File: config.mk
export PLATFORM = sky130hd
export DESIGN_NAME = sim_run_controller
export DESIGN_NICKNAME = d
export VERILOG_FILES = /design/src/rtl/sim_pkg.sv /design/src/rtl/sim_sat_counter.sv /design/src/rtl/sim_run_controller.sv
export SDC_FILE = /design/constraint.sdc
export NUM_CORES = 1
export LEC_CHECK = 0
export CAP_MARGIN = 25
export CORE_MARGIN = 2
export CORE_UTILIZATION = 45
export DETAILED_ROUTE_END_ITERATION = 10
export HOLD_SLACK_MARGIN = 0.08
export PLACE_DENSITY = 0.69
export SLEW_MARGIN = 15
export SYNTH_ARGS = -nofsm -noshare
export SYNTH_HDL_FRONTEND = slang
export SYNTH_SLANG_ARGS = --single-unit
File: constraint.sdc
create_clock -name clk -period 10.4 [get_ports clk]
set_input_delay 2.08 -clock clk [delete_from_list [all_inputs] [get_ports clk]]
set_output_delay 2.08 -clock clk [all_outputs]
set_load 0.05 [all_outputs]
File: src/rtl/sim_pkg.sv
// Shared state encoding for the simulation run controller and the stats collectors.
package sim_pkg;

    localparam int SIM_STATE_W = 3;

    typedef enum logic [SIM_STATE_W-1:0] {
        INVALID     = 3'd0,
        INITIALIZED = 3'd1,
        WARMUP      = 3'd2,
        RUNNING     = 3'd3,
        PAUSED      = 3'd4,
        DRAINING    = 3'd5,
        COMPLETED   = 3'd6
    } sim_state_e;

endpackage

File: src/rtl/sim_sat_counter.sv
// Unsigned saturating up-counter with synchronous clear; clear wins over increment.
module sim_sat_counter #(
    parameter int WIDTH = 32
) (
    input  logic             clk,
    input  logic             clr,
    input  logic             inc,
    output logic [WIDTH-1:0] value,
    output logic             at_max
);

    localparam logic [WIDTH-1:0] ONE = {{(WIDTH-1){1'b0}}, 1'b1};

    function automatic logic [WIDTH-1:0] sat_inc(input logic [WIDTH-1:0] v);
        return (&v) ? v : v + ONE;
    endfunction

    assign at_max = &value;

    always_ff @(posedge clk) begin
        if (clr) begin
            value <= '0;
        end else if (inc) begin
            value <= sat_inc(value);
        end
    end

endmodule

File: src/rtl/sim_run_controller.sv
// Simulation lifecycle sequencer: init, warmup, measured run, pause, drain, completion.
// Optional heartbeat output enabled by defining SIM_RUN_CTRL_HEARTBEAT_EN.
module sim_run_controller
    import sim_pkg::*;
#(
    parameter int CYCLE_WIDTH     = 32,
    parameter int HEARTBEAT_SHIFT = 10
) (
    input  logic                   clk,
    input  logic                   reset_n,
    input  logic                   start,
    input  logic                   pause,
    input  logic                   abort,
    input  logic [CYCLE_WIDTH-1:0] cfg_warmup,
    input  logic [CYCLE_WIDTH-1:0] cfg_max,
    input  logic                   drain_idle,
    output logic [SIM_STATE_W-1:0] state,
    output logic [CYCLE_WIDTH-1:0] current_cycle,
    output logic [CYCLE_WIDTH-1:0] measured_cycle,
    output logic                   done,
    output logic                   aborted,
    output logic                   heartbeat
);

    localparam logic [SIM_STATE_W-1:0] ST_INVALID     = INVALID;
    localparam logic [SIM_STATE_W-1:0] ST_INITIALIZED = INITIALIZED;
    localparam logic [SIM_STATE_W-1:0] ST_WARMUP      = WARMUP;
    localparam logic [SIM_STATE_W-1:0] ST_RUNNING     = RUNNING;
    localparam logic [SIM_STATE_W-1:0] ST_PAUSED      = PAUSED;
    localparam logic [SIM_STATE_W-1:0] ST_DRAINING    = DRAINING;
    localparam logic [SIM_STATE_W-1:0] ST_COMPLETED   = COMPLETED;

    localparam logic [CYCLE_WIDTH:0] ONE_X      = {{CYCLE_WIDTH{1'b0}}, 1'b1};
    localparam logic [CYCLE_WIDTH:0] ALL_ONES_X = {1'b0, {CYCLE_WIDTH{1'b1}}};

    logic [SIM_STATE_W-1:0] state_q, state_d, resume_q;
    logic [CYCLE_WIDTH-1:0] warm_q, max_q;
    logic [CYCLE_WIDTH:0]   cur_nxt, meas_nxt;
    logic in_phase, abort_ok, hold, launch, rearm;
    logic cur_inc, meas_inc, cnt_clr, warm_exit, run_exit;
    logic meas_at_max, unused_cur_at_max;

    assign in_phase = (state_q == ST_WARMUP) || (state_q == ST_RUNNING);
    assign abort_ok = abort && (state_q inside {ST_INITIALIZED, ST_WARMUP, ST_RUNNING,
                                                ST_PAUSED, ST_DRAINING});
    assign launch   = (state_q == ST_INITIALIZED) && start && !abort;
    assign rearm    = (state_q == ST_COMPLETED) && start;

    // A cycle that is diverted to PAUSED or COMPLETED does not count, so a resumed
    // phase re-evaluates its exit against exactly the counts it was interrupted at.
    assign hold     = abort_ok || (in_phase && pause);
    assign cur_inc  = !hold && (in_phase || (state_q == ST_DRAINING));
    assign meas_inc = !hold && (state_q == ST_RUNNING);
    assign cnt_clr  = !reset_n || launch || rearm;

    assign cur_nxt   = {1'b0, current_cycle} + ONE_X;
    assign meas_nxt  = {1'b0, measured_cycle} + ONE_X;
    assign warm_exit = (cur_nxt == {1'b0, warm_q});
    assign run_exit  = (max_q == '0) ? ((meas_nxt == ALL_ONES_X) || meas_at_max)
                                     : (meas_nxt == {1'b0, max_q});

    sim_sat_counter #(.WIDTH(CYCLE_WIDTH)) u_cur_cnt (
        .clk    (clk),
        .clr    (cnt_clr),
        .inc    (cur_inc),
        .value  (current_cycle),
        .at_max (unused_cur_at_max)
    );

    sim_sat_counter #(.WIDTH(CYCLE_WIDTH)) u_meas_cnt (
        .clk    (clk),
        .clr    (cnt_clr),
        .inc    (meas_inc),
        .value  (measured_cycle),
        .at_max (meas_at_max)
    );

    always_comb begin
        state_d = state_q;
        case (state_q)
            ST_INVALID:     state_d = ST_INITIALIZED;
            ST_INITIALIZED: if (start) state_d = (cfg_warmup != '0) ? ST_WARMUP : ST_RUNNING;
            ST_WARMUP: begin
                if (pause)          state_d = ST_PAUSED;
                else if (warm_exit) state_d = ST_RUNNING;
            end
            ST_RUNNING: begin
                if (pause)         state_d = ST_PAUSED;
                else if (run_exit) state_d = ST_DRAINING;
            end
            ST_PAUSED:      if (!pause) state_d = resume_q;
            ST_DRAINING:    if (drain_idle) state_d = ST_COMPLETED;
            ST_COMPLETED:   if (start) state_d = ST_INITIALIZED;
            default:        state_d = ST_INVALID;
        endcase
        if (abort_ok) state_d = ST_COMPLETED;
    end

    always_ff @(posedge clk) begin
        if (!reset_n) begin
            state_q  <= ST_INVALID;
            resume_q <= ST_INVALID;
            done     <= 1'b0;
            aborted  <= 1'b0;
        end else begin
            state_q <= state_d;
            done    <= (state_d == ST_COMPLETED) && (state_q != ST_COMPLETED);
            if (in_phase && pause && !abort_ok) resume_q <= state_q;
            if (abort_ok)             aborted <= 1'b1;
            else if (launch || rearm) aborted <= 1'b0;
        end
    end

    always_ff @(posedge clk) begin
        if (launch) begin
            warm_q <= cfg_warmup;
            max_q  <= cfg_max;
        end
    end

    assign state = state_q;

`ifdef SIM_RUN_CTRL_HEARTBEAT_EN
    localparam logic [HEARTBEAT_SHIFT-1:0] HB_ONE = {{(HEARTBEAT_SHIFT-1){1'b0}}, 1'b1};
    logic [HEARTBEAT_SHIFT-1:0] hb_cnt;

    always_ff @(posedge clk) begin
        if (!reset_n || launch) begin
            hb_cnt    <= '0;
            heartbeat <= 1'b0;
        end else begin
            heartbeat <= cur_inc && (&hb_cnt);
            if (cur_inc) hb_cnt <= hb_cnt + HB_ONE;
        end
    end
`else
    localparam int unused_hb_shift = HEARTBEAT_SHIFT;
    assign heartbeat = 1'b0;
`endif

endmodule

==> load_flow_metrics.sql, run 1 <==
INSERT INTO impl_metrics (metric_group, metric, value, unit) VALUES
('clocking', 'cts_max_level', '4', ''),
('timing', 'period_needed', '4.33', 'ns'),
('global_route', 'grt_pass1_wl', '35.8', 'mm'),
('placement', 'portBuffers', '138', ''),
('routing', 'dr_total_vias', '7133', ''),
('routing', 'drtIter0Drc', '587', ''),
('power', 'p_per_area', '148', 'nW/µm²'),
('worst_setup_path', 'crit_path_start', 'pause', ''),
('hold_path', 'hold_end', 'resume_q[2]$_SDFFE_PN0P_', ''),
('worst_setup_path', 'r2r.worst_path.cells', '10', ''),
('worst_setup_path', 'cpLargestDelayFamily', 'simple AND/OR/NAND/NOR gates', ''),
('timing', 'final-setup-viol-count', '0', ''),
('yosys', 'synthDistinctLibCells', '71', ''),
('clocking', 'cts_sinks', '136', ''),
('worst_setup_path', 'setup.worst_path.start_class', 'primary input', ''),
('yosys', 'postSynthRegisterBits', '136', ''),
('worst_setup_path', 'critical_path.endpoint_type', 'register', ''),
('timing', 'maxClockFrequency', '231', 'MHz'),
('worst_setup_path', 'cp.required', '10.72', 'ns'),
('floorplan', 'die_width', '137', 'µm'),
('routing', 'ant_nets', '0', ''),
('worst_setup_path', 'timing.critical_path.depth', '9', ''),
('yosys', 'yosysWarningCount', '0', ''),
('floorplan', 'core.rowCount', '48', ''),
('yosys', 'syn_nets', '964', ''),
('job', 'cap_violations', '0', ''),
('clocking', 'clkTransAtPathRegs', '0.06', 'ns'),
('yosys', 'netlist.top_cell.by_area', 'edfxtp_1', ''),
('routing', 'drc_errors', '0', ''),
('timing', 'slew_headroom', '0.364', ''),
('placement', 'pre_cts_ws', '5.63', 'ns'),
('power', 'power.ir.vdd_worst', '0.120', 'mV'),
('placement', 'routabilityCongestion', '0.951', ''),
('global_route', 'grtUsageMet2', '0.407', ''),
('timing', 'maxSlewViolCount', '0', ''),
('worst_setup_path', 'r2r_slack', '6.60', 'ns'),
('worst_setup_path', 'worst_path_largest_cell_delay', '0.56', 'ns'),
('hold_path', 'hold_start', 'resume_q[2]$_SDFFE_PN0P_', ''),
('clocking', 'cts_bufs_inserted', '17', ''),
('clocking', 'cts.repair_timing.setup_buffer_count', '0', ''),
('global_route', 'grt_use_total', '0.247', ''),
('layout', 'drive_gt1_frac', '0.0456', ''),
('floorplan', 'design.portCount', '140', ''),
('clocking', 'postCtsResizedCells', '0', ''),
('global_route', 'antenna_violations_before_repair', '0', ''),
('yosys', 'synthDominantCellAreaShare', '0.241', ''),
('routing', 'avgViaCountPerCell', '5.78', ''),
('worst_setup_path', 'reg2reg_to', 'done$_SDFF_PN0_', ''),
('yosys', 'post_synth_main_area_contributors', 'edfxtp_1 (24%), dfxtp_1 (18%), xor2_1 (7.5%)', ''),
('outcome', 'run_status', 'completed', ''),
('clocking', 'clock_latency_of_the_later_clocked_register_in_the_worst_skew_pair', '0.43', 'ns'),
('worst_setup_path', 'cp_data_arrival_time', '4.65', 'ns'),
('global_route', 'busiest_layer', 'met2', ''),
('hold_path', 'hold_path_class', 'register to register', ''),
('clocking', 'post_cts_hold_buffer_count', '0', ''),
('timing', 'finalWorstSetupSlack', '6.07', 'ns'),
('timing', 'grt_setup_unrepaired', 'false', ''),
('clocking', 'tritoncts_clock_tree', 'done', ''),
('yosys', 'async_flop_share', '0', ''),
('worst_setup_path', 'maximum_net_fanout_on_the_critical_path', '9', ''),
('worst_setup_path', 'critical_path.cell_chain', 'clkdlybuf4s50_1 > nand2b_1 > or4_1 > a31oi_1 > nand3_1 > nor4_1 > nand4_1 > o41a_1 > and4_1', ''),
('global_route', 'maximum_number_of_pins_on_one_net_before_global_route_repair', '48', ''),
('clocking', 'cts_root_buf', 'clkbuf_16', ''),
('floorplan', 'core_region_area', '17400', 'µm²'),
('timing', 'setup-tns-final', '0', 'ns'),
('placement', 'dp.final_hpwl', '16.7', 'mm'),
('global_route', 'via_count_of_the_first_global_routing_pass', '6622', ''),
('global_route', 'grt_use_met1', '0.320', ''),
('yosys', 'synth.top_cells.by_count', 'nor2_1 (97), dfxtp_1 (72), xor2_1 (68), xnor2_1 (66), edfxtp_1 (64)', ''),
('worst_setup_path', 'timing.critical_path.buf_inv', '1', ''),
('yosys', 'synth.yosys.seq_area_share', '0.421', '');
worst register-to-register path, stage by stage, from the launching register on:
cell and delay (ns):
dfxtp_1 0.55, ha_1 0.42, nand3_1 0.31, nor2_1 0.55
o22ai_1 0.14, or4_1 0.52, nor4_1 0.42, nand4_1 0.23
o21ai_0 0.23, o311a_1 0.19, and4_1 0.19
layout by cell type, fill, tap and decap left out, types with 4 or more instances in the layout:
cell / count
and3_1: 14
clkbuf_16: 17
nand2b_1: 9
edfxtp_1: 64
a31oi_1: 6
nor2_1: 97
o22ai_1: 7
and4_1: 17
mux2i_1: 4
dfxtp_1: 72
nand4_1: 42
nand3_1: 47
or3_1: 17
clkdlybuf4s50_1: 138
nor3b_1: 6
xor2_1: 68
a21oi_1: 38
xnor2_1: 66
buf_4: 5
nor4_1: 34
ha_1: 4
or4_1: 7
nand2_1: 56
nor2b_1: 7
a211oi_1: 6
inv_1: 21
o211ai_1: 6
nor3_1: 27
o21ai_0: 33
metal layers:
metal / vias to the layer above / routed length [µm]
met1: 3331 / 9800
met4: 0 / 761
li1: 3470 / -
met5: - / 0
met2: 280 / 10900
met3: 52 / 1400
cells by family (layout without fill, tap and decap cells):
group,after synthesis,after routing,share of synthesized area
multiplexers,5,5,0.00642
other,1,1,0.000469
AND/OR/NAND/NOR,397,397,0.266
adder cells (fa/ha/maj),4,4,0.00626
XOR/XNOR,137,137,0.155
flip-flops,136,136,0.421
AO/OA/AOI/OAI,133,133,0.105
buffers and inverters,77,196,0.0395
registers in the layout (all words and copies together), names as in the netlist:
signal and count:
resume_q 3, max_q 32, done 1, u_meas_cnt.value 32, state 3, aborted 1
u_cur_cnt.value 32, warm_q 32
area by class of cell:
type                            instances  area, µm²
Sequential cell                       136       3360
Timing Repair Buffer                  143       1420
Inverter                               21       78.8
Clock buffer                           18        429
Tap cell                              225        282
Fill cell                            1563       7300
Multi-Input combinational cell        677       4330
Clock inverter                         14        156
through the flow:
| stage | power [µW] | cells | hold WS (ns) | utilization | instance area, µm² |
|---|---|---|---|---|---|
| after CTS | 1500 | 1234 | 0.440 | 0.579 | 10100 |
| after global placement | 888 | 1202 | 0.419 | 0.546 | 9470 |
| after global routing | 1550 | 1234 | 0.462 | 0.579 | 10100 |
| after detailed placement | 890 | 1202 | 0.432 | 0.546 | 9470 |
| after floorplan | 801 | 890 | 0.410 | - | 7990 |
| final | 1490 | 1234 | 0.435 | 0.579 | 10100 |
how the worst max path moves through the flow:
stage | slack [ns] | to
2_1_floorplan | 1.31 | max_q[0]$_DFFE_PP_
3_3_place_gp | 5.77 | done$_SDFF_PN0_
3_5_place_dp | 5.63 | done$_SDFF_PN0_
4_1_cts | 6.07 | done$_SDFF_PN0_
5_1_grt | 5.90 | u_meas_cnt.value[31]$_SDFFE_PP0P_
6_report | 6.07 | done$_SDFF_PN0_
where the power goes:
part / internal [µW] / total, µW / switching, µW
sequential: 597 / 636 / 39.3
clock: 373 / 610 / 236
combinational: 98.2 / 244 / 146
Power figures use the tool's default switching activity.
==> run 2, diff against run 1 <==
==> constraint.sdc (replaced) <==
create_clock -name clk -period 4.15 [get_ports clk]
set_input_delay 0.83 -clock clk [delete_from_list [all_inputs] [get_ports clk]]
set_output_delay 0.83 -clock clk [all_outputs]
set_load 0.05 [all_outputs]
==> run 2 against run 1 <==
Effect of this change: flip-flop and latch count is the same; utilization up 0.71 points; sequential power rose to 2.5 times the previous value; non-clock buffer count grew 13; design area rose by 1.2%; clock power rose to 2.6 times the previous value; highest routed layer unchanged; first-iteration DRC count shrank 2.4%; global-route usage increased by 0.84 points; worst hold slack improved by 0.0023 ns; clock skew grew 0.00083 ns; combinational power increased to 2.5 times the previous value.
==> load_flow_metrics.sql, run 2 (synthesized netlist as in run 1, its figures left out) <==
INSERT INTO impl_metrics (metric_group, metric, value, unit) VALUES
('worst_setup_path', 'crit_type', 'register to register', ''),
('hold_path', 'hold_start', 'resume_q[2]$_SDFFE_PN0P_', ''),
('worst_setup_path', 'maximum_net_fanout_on_the_critical_path', '12', ''),
('clocking', 'cts_max_level', '4', ''),
('worst_setup_path', 'r2r_slack', '0.54', 'ns'),
('routing', 'drc_errors', '0', ''),
('worst_setup_path', 'cpLargestDelayFamily', 'simple AND/OR/NAND/NOR gates', ''),
('layout', 'drive_gt1_frac', '0.0607', ''),
('timing', 'setup-tns-final', '0', 'ns'),
('timing', 'worst_margin_pin_slew', '0.850', 'ns'),
('clocking', 'postCtsResizedCells', '0', ''),
('worst_setup_path', 'worstReg2RegStart', 'u_meas_cnt.value[9]$_SDFFE_PP0P_', ''),
('layout', 'antenna-diode-count', '0', ''),
('timing', 'final-setup-viol-count', '0', ''),
('outcome', 'run_status', 'completed', ''),
('worst_setup_path', 'cp_data_arrival_time', '3.99', 'ns'),
('timing', 'grt_setup_unrepaired', 'false', ''),
('routing', 'route.final.wire_length', '23.4', 'mm'),
('timing', 'slew_headroom', '0.429', ''),
('power', 'design_power_total', '3790', 'µW'),
('floorplan', 'design.portCount', '140', ''),
('floorplan', 'initial_utilization', '0.460', ''),
('clocking', 'cts.repair_timing.setup_buffer_count', '0', ''),
('clocking', 'tritoncts_clock_tree', 'done', ''),
('floorplan', 'core.rowCount', '48', ''),
('global_route', 'antenna_violations_before_repair', '0', ''),
('layout', 'fillers', '1544', ''),
('placement', 'pre_cts_ws', '0.616', 'ns'),
('worst_setup_path', 'cp.required', '4.53', 'ns'),
('clocking', 'post_cts_hold_buffer_count', '0', ''),
('worst_setup_path', 'worst_path_largest_cell_delay', '0.67', 'ns'),
('layout', 'final_cell_count_no_fill', '1247', ''),
('timing', 'period_needed', '3.61', 'ns'),
('clocking', 'clock_latency_of_the_later_clocked_register_in_the_worst_skew_pair', '0.44', 'ns'),
('floorplan', 'dieArea', '18800', 'µm²'),
('global_route', 'maximum_number_of_pins_on_one_net_before_global_route_repair', '66', ''),
('power', 'static_power_due_to_leakage', '0.00330', 'µW'),
('timing', 'final.period_utilization', '0.871', ''),
('placement', 'routabilityCongestion', '0.958', ''),
('job', 'cap_violations', '0', ''),
('routing', 'drtIter0Drc', '573', ''),
('worst_setup_path', 'r2r.worst_path.cells', '10', ''),
('hold_path', 'timing.hold.worst_path_depth', '2', ''),
('timing', 'maxClockFrequency', '277', 'MHz'),
('timing', 'skew', '0.00940', 'ns'),
('floorplan', 'core_region_area', '17400', 'µm²'),
('worst_setup_path', 'reg2reg_to', 'done$_SDFF_PN0_', ''),
('power', 'p_per_area', '373', 'nW/µm²'),
('global_route', 'grt.overflow.total', '0', ''),
('layout', 'layout.cells.most_common', 'clkdlybuf4s50_1', ''),
('routing', 'dr_total_vias', '7201', ''),
('worst_setup_path', 'critical_path.endpoint_type', 'register', ''),
('floorplan', 'die_width', '137', 'µm'),
('clocking', 'cts_sinks', '136', ''),
('clocking', 'cts_bufs_inserted', '17', ''),
('worst_setup_path', 'critical_path.cell_chain', 'nand3_1 > or4_1 > nor4_1 > xnor2_1 > a2111oi_0 > buf_4 > nand4_1 > o21ai_0 > o311a_1 > and4_1', ''),
('global_route', 'via_count_of_the_first_global_routing_pass', '6796', ''),
('clocking', 'cts_root_buf', 'clkbuf_16', ''),
('placement', 'dp.final_hpwl', '17.3', 'mm'),
('layout', 'area_occupied_by_multi_input_gates', '4340', 'µm²'),
('worst_setup_path', 'setup.worst_path.start_class', 'register', ''),
('placement', 'portBuffers', '138', ''),
('layout', 'fin_util', '0.587', ''),
('routing', 'first_pass_detailed_route_iteration_total', '5', ''),
('placement', 'place_inst', '1215', ''),
('routing', 'ant_nets', '0', ''),
('clocking', 'clkTransAtPathRegs', '0.06', 'ns'),
('global_route', 'grt_pass1_wl', '36.5', 'mm'),
('floorplan', 'die-height', '137', 'µm'),
('global_route', 'grt_use_total', '0.255', ''),
('timing', 'finalWorstSetupSlack', '0.535', 'ns'),
('routing', 'avgViaCountPerCell', '5.77', ''),
('layout', 'area_growth_syn_to_layout', '27.4', '%'),
('layout', 'fin_nets', '1083', ''),
('worst_setup_path', 'timing.critical_path.buf_inv', '1', ''),
('layout', 'final_cell_mix', 'clkdlybuf4s50_1 (138), nor2_1 (97), dfxtp_1 (72)', ''),
('hold_path', 'hold_end', 'resume_q[2]$_SDFFE_PN0P_', ''),
('power', 'power.ir.vdd_worst', '0.299', 'mV'),
('timing', 'final-hold-violation-count', '0', ''),
('clocking', 'maximum_count_of_clock_buffers_along_a_single_path', '2', ''),
('layout', 'sequential_cell_area', '3360', 'µm²'),
('timing', 'maxSlewViolCount', '0', ''),
('worst_setup_path', 'timing.critical_path.depth', '10', ''),
('routing', 'wl_per_cell', '18.8', 'µm'),
('hold_path', 'hold_path_class', 'register to register', ''),
('worst_setup_path', 'cp_slowest_cell', 'or4_1', '');
## run 2: final cells by class
type                            count  share of cell area
Clock buffer                       18              0.0422
Clock inverter                     14              0.0170
Inverter                           21             0.00774
Multi-Input combinational cell    677               0.426
Sequential cell                   136               0.330
Tap cell                          225              0.0277
Timing Repair Buffer              156               0.149
## run 2: report_power, final
part	internal (µW)	leakage [µW]	switching [µW]
logic	252	0.00185	369
clock network	949	0.000291	628
registers	1500	0.00116	100
total	2700	0.00330	1100
## run 2: tightest hold or removal path, cell delays in order, from the launching register on
cell	delay [ns]
dfxtp_1	0.31
nand2_1	0.05
nor2_1	0.03
## run 2: metal layers
metal,vias to the layer above,GRT usage,part of all wire
met2,293,0.431,0.49
met1,3379,0.321,0.43
li1,3487,-,-
met4,0,0.101,0.027
met5,-,0,0
met3,42,0.0511,0.061
## run 2: worst max-delay path by stage
stage | from | end | slack (ns)
6_report | u_meas_cnt.value[9]$_SDFFE_PP0P_ | done$_SDFF_PN0_ | 0.54
2_1_floorplan | abort | max_q[0]$_DFFE_PP_ | 0.53
3_3_place_gp | u_cur_cnt.value[0]$_SDFFE_PP0P_ | done$_SDFF_PN0_ | 0.74
5_1_grt | u_meas_cnt.value[0]$_SDFFE_PP0P_ | done$_SDFF_PN0_ | 0.25
3_5_place_dp | u_cur_cnt.value[0]$_SDFFE_PP0P_ | done$_SDFF_PN0_ | 0.62
4_1_cts | u_cur_cnt.value[0]$_SDFFE_PP0P_ | done$_SDFF_PN0_ | 0.60
## run 2: per-stage QoR
step / hold WS, ns / cell area (µm²)
floorplan: 0.410 / 8010
global placement: 0.423 / 9580
detailed placement: 0.431 / 9580
CTS: 0.440 / 10200
global route: 0.465 / 10200
finish: 0.437 / 10200
==> run 3, diff against run 2 <==
--- a/config.mk
+++ b/config.mk
@@ -11,7 +11,7 @@
 export DETAILED_ROUTE_END_ITERATION = 10
 export HOLD_SLACK_MARGIN = 0.08
 export PLACE_DENSITY = 0.69
-export SLEW_MARGIN = 15
+export SLEW_MARGIN = 20
 export SYNTH_ARGS = -nofsm -noshare
 export SYNTH_HDL_FRONTEND = slang
 export SYNTH_SLANG_ARGS = --single-unit
==> results of run 3 <==
Final layout, timing and power as in run 2 (identical DEF).
